<file path="src/rtl/rf_wb_arb.sv">
// rf_wb_arb -- register-file write-back arbiter.
//
// Merges two result streams into a single register-file write port:
//   - port A: single-cycle (ALU) results, no buffering, normally wins;
//   - port B: long-latency (load/div) results, buffered in a 2-entry FIFO.
// A 2-bit starvation counter forces the FIFO head through after three
// consecutive A wins while B is waiting. The selected entry is registered,
// so every accepted result reaches wen/waddr/wdata exactly one cycle later.
// Writes to x0 are consumed but never raise wen.
//
// Optional feature (macro RF_WB_SCOREBOARD_EN):
//   defined   -> pend_mask tracks outstanding destination registers
//                (set on issue, cleared on the commit edge, set wins)
//   undefined -> pend_mask is constant 0 and iss_valid/iss_addr are ignored
//
// Ports:
//   clk, rst                    clock, asynchronous active-high reset
//   a_valid/a_ready/a_addr/a_data  port A result handshake
//   b_valid/b_ready/b_addr/b_data  port B result handshake (FIFO side)
//   iss_valid/iss_addr          instruction issue with destination register
//   wen/waddr/wdata             registered register-file write port
//   pend_mask                   bit i set = write to x[i] outstanding

module rf_wb_arb (
  input  logic        clk,
  input  logic        rst,
  input  logic        a_valid,
  output logic        a_ready,
  input  logic [4:0]  a_addr,
  input  logic [31:0] a_data,
  input  logic        b_valid,
  output logic        b_ready,
  input  logic [4:0]  b_addr,
  input  logic [31:0] b_data,
  input  logic        iss_valid,
  input  logic [4:0]  iss_addr,
  output logic        wen,
  output logic [4:0]  waddr,
  output logic [31:0] wdata,
  output logic [31:0] pend_mask
);

  typedef struct packed {
    logic [4:0]  addr;
    logic [31:0] data;
  } wb_entry_t;

  // B-side FIFO
  wb_entry_t  fifo_q [2];
  logic       rd_ptr_q, rd_ptr_d;
  logic       wr_ptr_q, wr_ptr_d;
  logic [1:0] cnt_q, cnt_d;
  logic       fifo_empty, fifo_full;

  // arbitration
  logic [1:0] starve_q, starve_d;
  logic       a_win, push, pop, load;
  wb_entry_t  a_entry, b_head, sel_entry;

  // output stage
  logic        wen_q, wen_d;
  logic [4:0]  waddr_q, waddr_d;
  logic [31:0] wdata_q, wdata_d;

  assign fifo_empty = (cnt_q == 2'd0);
  assign fifo_full  = (cnt_q == 2'd2);

  assign a_entry = {a_addr, a_data};
  assign b_head  = fifo_q[rd_ptr_q];

  always_comb begin
    a_ready   = !((starve_q == 2'd3) && !fifo_empty);
    b_ready   = !fifo_full;
    a_win     = a_valid && a_ready;
    push      = b_valid && b_ready;
    // The FIFO head goes whenever A does not take the slot; when a_ready is
    // low A cannot win, so this is also the forced anti-starvation pop.
    pop       = !a_win && !fifo_empty;
    load      = a_win || pop;
    sel_entry = a_win ? a_entry : b_head;
  end

  always_comb begin
    cnt_d    = cnt_q;
    rd_ptr_d = rd_ptr_q;
    wr_ptr_d = wr_ptr_q;
    case ({push, pop})
      2'b10:   cnt_d = cnt_q + 2'd1;
      2'b01:   cnt_d = cnt_q - 2'd1;
      default: cnt_d = cnt_q;
    endcase
    if (push) wr_ptr_d = !wr_ptr_q;
    if (pop)  rd_ptr_d = !rd_ptr_q;
  end

  // Counter only runs while B is actually waiting behind A. It cannot pass 3:
  // at 3 with a non-empty FIFO a_ready is low, so A cannot win.
  always_comb begin
    starve_d = starve_q;
    if (pop || fifo_empty)
      starve_d = 2'd0;
    else if (a_win)
      starve_d = starve_q + 2'd1;
  end

  always_comb begin
    wen_d   = 1'b0;
    waddr_d = waddr_q;
    wdata_d = wdata_q;
    if (load) begin
      wen_d   = (sel_entry.addr != 5'd0);
      waddr_d = sel_entry.addr;
      wdata_d = sel_entry.data;
    end
  end

  always_ff @(posedge clk or posedge rst) begin
    if (rst) begin
      fifo_q[0] <= '0;
      fifo_q[1] <= '0;
      rd_ptr_q  <= 1'b0;
      wr_ptr_q  <= 1'b0;
      cnt_q     <= 2'd0;
      starve_q  <= 2'd0;
      wen_q     <= 1'b0;
      waddr_q   <= 5'd0;
      wdata_q   <= 32'd0;
    end else begin
      if (push) fifo_q[wr_ptr_q] <= {b_addr, b_data};
      rd_ptr_q <= rd_ptr_d;
      wr_ptr_q <= wr_ptr_d;
      cnt_q    <= cnt_d;
      starve_q <= starve_d;
      wen_q    <= wen_d;
      waddr_q  <= waddr_d;
      wdata_q  <= wdata_d;
    end
  end

  assign wen   = wen_q;
  assign waddr = waddr_q;
  assign wdata = wdata_q;

`ifdef RF_WB_SCOREBOARD_EN
  logic [31:0] pend_q, pend_d;

  // Clear uses the registered write port, i.e. the edge on which the
  // register file actually commits. The set is applied last so a same-edge
  // re-issue of the register keeps it pending.
  always_comb begin
    pend_d = pend_q;
    if (wen_q)
      pend_d[waddr_q] = 1'b0;
    if (iss_valid && (iss_addr != 5'd0))
      pend_d[iss_addr] = 1'b1;
    pend_d[0] = 1'b0;
  end

  always_ff @(posedge clk or posedge rst) begin
    if (rst)
      pend_q <= 32'd0;
    else
      pend_q <= pend_d;
  end

  assign pend_mask = pend_q;
`else
  logic unused_iss;
  assign unused_iss = ^{iss_valid, iss_addr};
  assign pend_mask  = 32'd0;
`endif

endmodule
</file>
<file path="config.mk">
export PLATFORM = sky130hd
export DESIGN_NAME = rf_wb_arb
export DESIGN_NICKNAME = d
export VERILOG_FILES = /design/src/rtl/rf_wb_arb.sv
export SDC_FILE = /design/constraint.sdc
export NUM_CORES = 1
export LEC_CHECK = 0
export BUFFER_PORTS_ARGS = -buffer_cell sky130_fd_sc_hd__buf_2
export CORE_MARGIN = 4
export CORE_UTILIZATION = 45
export CTS_CLUSTER_DIAMETER = 150
export DETAILED_ROUTE_END_ITERATION = 10
export HOLD_SLACK_MARGIN = 0.06
export PLACE_DENSITY = 0.67
export SETUP_SLACK_MARGIN = 0.4
export SYNTH_ARGS = -nofsm -noshare
export SYNTH_HDL_FRONTEND = slang
export SYNTH_SLANG_ARGS = --single-unit
</file>
<file path="constraint.sdc">
create_clock -name clk -period 10.95 [get_ports clk]
set_input_delay 2.19 -clock clk [delete_from_list [all_inputs] [get_ports clk]]
set_output_delay 2.19 -clock clk [all_outputs]
set_load 0.005 [all_outputs]
</file>
Yosys cells after proc, flatten, opt, wreduce, memory -nomap -nowiden
Cells that the tools add are included.
W data, S select, Z words.

word-level totals
  flip-flop bits (word level) = 118
  input bits = 84
  logic and storage cells = 51

cells by class
  mux-type cells = 11
  order comparisons = 3
  reductions and logical operators = 17
  equality and inequality tests = 4
  bitwise logic cells = 2
  $add $sub $neg = 3

operators with widths
  kind                   number
  $mux W37               5
  $bwmux W74             1
  $demux W37 S1          1
  $eq A2 B2 Y1 const B   3
  $logic_not A1 Y1       6
  $logic_and A1 B1 Y1    5
  $reduce_bool A5 Y1     1
  $add A2 B1 Y2 const B  2
  $ge A2 B2 Y1 const B   2
  $mux W2                2
  $not A1 Y2             2
  $pmux W2 S2            1
  $reduce_bool A2 Y1     2
  $eq A2 B1 Y1 const B   1
  $logic_not A2 Y1       1
  $logic_or A1 B1 Y1     2
  $lt A2 B1 Y1 const B   1
  $sub A2 B1 Y2 const B  1
  $mux W1                1

Longest topological paths before layout
  depth in word-level cells = 9
  depth in mapped cells = 7
  mapped depth without buffers = 7

Worst setup path after synthesis
OpenSTA, ideal clock, no wires.

  path type = input port to flip-flop
  from = in a_valid
  to = reg wdata_q[25] (netlist: wdata[25])
  stages = 4
  library setup time = 0.148 ns
  arrival time = 2.993 ns
  path slack = 7.809 ns
  path buffers = 2
  path through = inv_1 clkbuf_1 clkbuf_1 a221oi_1

between the ends
  cells in the longest elaborated chain, start to end = 4
  elaborated cells on any way between the ends = 5
  classes of those cells = 1 x mux; 4 x reduce/logical

RTL lines
  what                     RTL line  source
  from (decl)              27        input logic a_valid,
  $logic_and A1 B1 Y1 (*)  74        a_win = a_valid && a_ready;
  $logic_not A1 Y1         78        pop = !a_win && !fifo_empty;
  $logic_and A1 B1 Y1      78
  $logic_or A1 B1 Y1       79        load = a_win || pop;
  to (signal assigned)     136       wdata_q <= wdata_d;
  to (decl)                63        logic [31:0] wdata_q, wdata_d;

Every way passes the cells marked *; elsewhere a longest branch is shown, timed or not.
A chain may end at the register's enable or synchronous reset.

Worst setup path after layout
  from = reg cnt_q[0]
  to = out b_ready

between the ends
  cells in the longest elaborated chain, start to end = 2

RTL lines
  what                    RTL line  source
  from (decl)             52        logic [1:0] cnt_q, cnt_d;
  from (signal assigned)  132       cnt_q <= cnt_d;
  $eq A2 B2 Y1            66        assign fifo_full = (cnt_q == 2'd2);
  $logic_not A1 Y1        73        b_ready = !fifo_full;
  to (decl)               32        output logic b_ready,

Every way passes these cells.

==> results_dict.tcl <==
set metrics [dict create \
    p_comb_share_pct 38.0 \
    vias_per_cell 5.110 \
    place_area_mm2 0.006510 \
    period_needed_ns 3.443 \
    final_cell_mix "117 x dfrtp_1, 117 x buf_2, 81 x mux2_2" \
    swShare_pct 31.45 \
    die-area_mm2 0.01512 \
    tightestPinTransition_ns 1.023 \
    antenna_found_initial 0 \
    cts_buffer_depth 2 \
    tns_ns 0 \
    synth_edf_count 0 \
    clk_pin_slew_ns 0.05 \
    synth_ff_type "dfrtp_1" \
    internal-power_mw 1.454 \
    ant_nets 0 \
    grt_pass1_vias 4193 \
    num_vias 3904 \
    cts.sinks 118 \
    post_cts_buffers 0 \
    worstSkewPairLatency_ns 0.41 \
    ctsResizeCount 0 \
    crit_chain "nand2b_4, buf_2" \
    h-tree-depth 4 \
    port_buffers 117 \
    routabilityCongestion 0.7462 \
    wl_per_cell_um 17.21 \
    fin_worst_skew_ns 0.007635 \
    drive_gt1_share_pct 45.44 \
    die_y_um 122.9 \
    clockRootBuffer "clkbuf_16" \
    start_util_pct 46.55 \
    grt_first_pass_wirelength_um 21090 \
    drv_slew 0 \
    io_pins 156 \
    final_nets 665 \
    power_frac_seq_pct 38.4 \
    drt_iter0_drc 167 \
    irDropWorstVdd_uv 105.0 \
    area_delta_synth_final_pct 18.50 \
    cts_made_buffers 17 \
    fin_area_mm2 0.007046 \
    synth.distinct_cells 31 \
    path_buf_inv 1 \
    synthArstFlopShare_pct 100.0 \
    num_rows 41 \
    syn_inst 467 \
    path_delay_family "flip-flops" \
    timing.critical_path.arrival_ns 1.25 \
    leakagePower_nw 3.382 \
    crit_path_start_kind "register" \
    grt_usage_pct 18.06 \
    drc 0 \
    hpwl_um 8691 \
    die_w_um 122.9 \
    path_max_fanout 5 \
    p_switching_mw 0.6667 \
    core_area_mm2 0.01277 \
    synth_seq_cells 118 \
    required_ns 8.76 \
    grt_max_degree 64 \
    syn_area_mm2 0.005946 \
    critPathCaptureType "output pin" \
    hp-class "register to register" \
    status "complete, no violations" \
    slowest_stage "dfrtp_1" \
    ys_warn_count 0 \
    post-route-period-util_pct 31.45 \
    routed_wl_um 13150 \
    avgSynthCellArea_um2 12.73 \
    cap_violations 0 \
    diodes 0 \
    grt-ovfl-total 0 \
    seq_area_frac_synth_pct 49.66 \
    rsz0062_at_grt "false" \
    hold_buffers 0 \
    cts_tree "done" \
    fmax_ghz 0.2904 \
    setup_violations 0 \
    timing.final.hold_violations 0 \
    power_frac_clock_pct 23.6 \
    firstDrtPassIters 4 \
    slew_headroom_pct 31.78 \
    cp_slowest_stage_delay_ns 0.50 \
    crit_type "register to output pin" \
    power_density_mw_per_mm2 300.9 \
]
## metal layers
metal / track usage (%) / wire length (um)
met1: 22.64 / 5612
met2: 29.96 / 6433
met3: 4.437 / 827
met4: 7.418 / 272
met5: 0 / 0
## synthesized netlist by cell type, drive strengths merged (2+ instances only)
cell,instances,share of area [%]
mux2i,37,6.2
inv,39,2.5
nand3,2,0.38
nor4,2,0.21
ha,2,0.42
dfrtp,118,50
mux2,111,23
a221oi,37,5.9
nor2,40,2.5
nor3,2,0.17
xor2,2,0.29
buf,52,6.4
xnor2,3,0.44
clkbuf,8,0.51
## through the flow
step           hold WS [ns]  instances  util, %  setup slack [ns]  power (mW)
2_1_floorplan        0.4189        498        -             5.631       1.426
3_3_place_gp         0.4311        732    50.96             7.281       1.595
3_5_place_dp         0.4347        732    50.96             7.210       1.633
4_1_cts              0.4430        764    55.16             7.475       2.148
5_1_grt              0.4525        764    55.16             7.420       2.254
6_report             0.4422        764    55.16             7.507       2.120
## logic make-up after synthesis
kind of cell / synth area share (%)
multiplexers: 29.15
buffers and inverters: 9.364
other: 0.06307
flip-flops: 49.66
adder cells (fa/ha/maj): 0.4208
AND/OR/NAND/NOR: 4.335
XOR/XNOR: 0.7367
AO/OA/AOI/OAI: 6.271
## path summary, 6_finish.rpt
kind                       depth (start not counted)        start  slack [ns]           to
max                                                2     cnt_q[0]        7.51      b_ready
min                                                1  starve_q[0]        0.44  starve_q[0]
max reg2reg                                        5  starve_q[0]        8.55    wdata[27]
min reg2reg                                        1  starve_q[0]        0.44  starve_q[0]
max in group asynchronous                          3          rst        7.75     rd_ptr_q
min in group asynchronous                          2          rst        1.93    wdata[17]
## power groups by stage
stage	registers [mW]	clock network, mW	logic [mW]
6_report	0.815	0.500	0.806
5_1_grt	0.846	0.529	0.880
4_1_cts	0.818	0.512	0.818
3_5_place_dp	0.820	0	0.814
3_3_place_gp	0.804	0	0.792
2_1_floorplan	0.759	0	0.667
## area by class of cell
class                      instances  area [um2]
clock buffer                      29       520.5
clock inverter                     3       15.01
fill                            1089        5728
inverter                          39       148.9
multi-input combinational        281        2569
sequential                       118        2954
tap                              172       215.2
timing repair buffer             122       623.1
## flip-flops by register name, summed over array words and instances (netlist names)
signal,cells
rd_ptr_q,1
fifo_q,74
waddr,5
wr_ptr_q,1
wdata,32
cnt_q,2
starve_q,2
wen,1
Note: power is estimated with default switching activity, not from simulation.
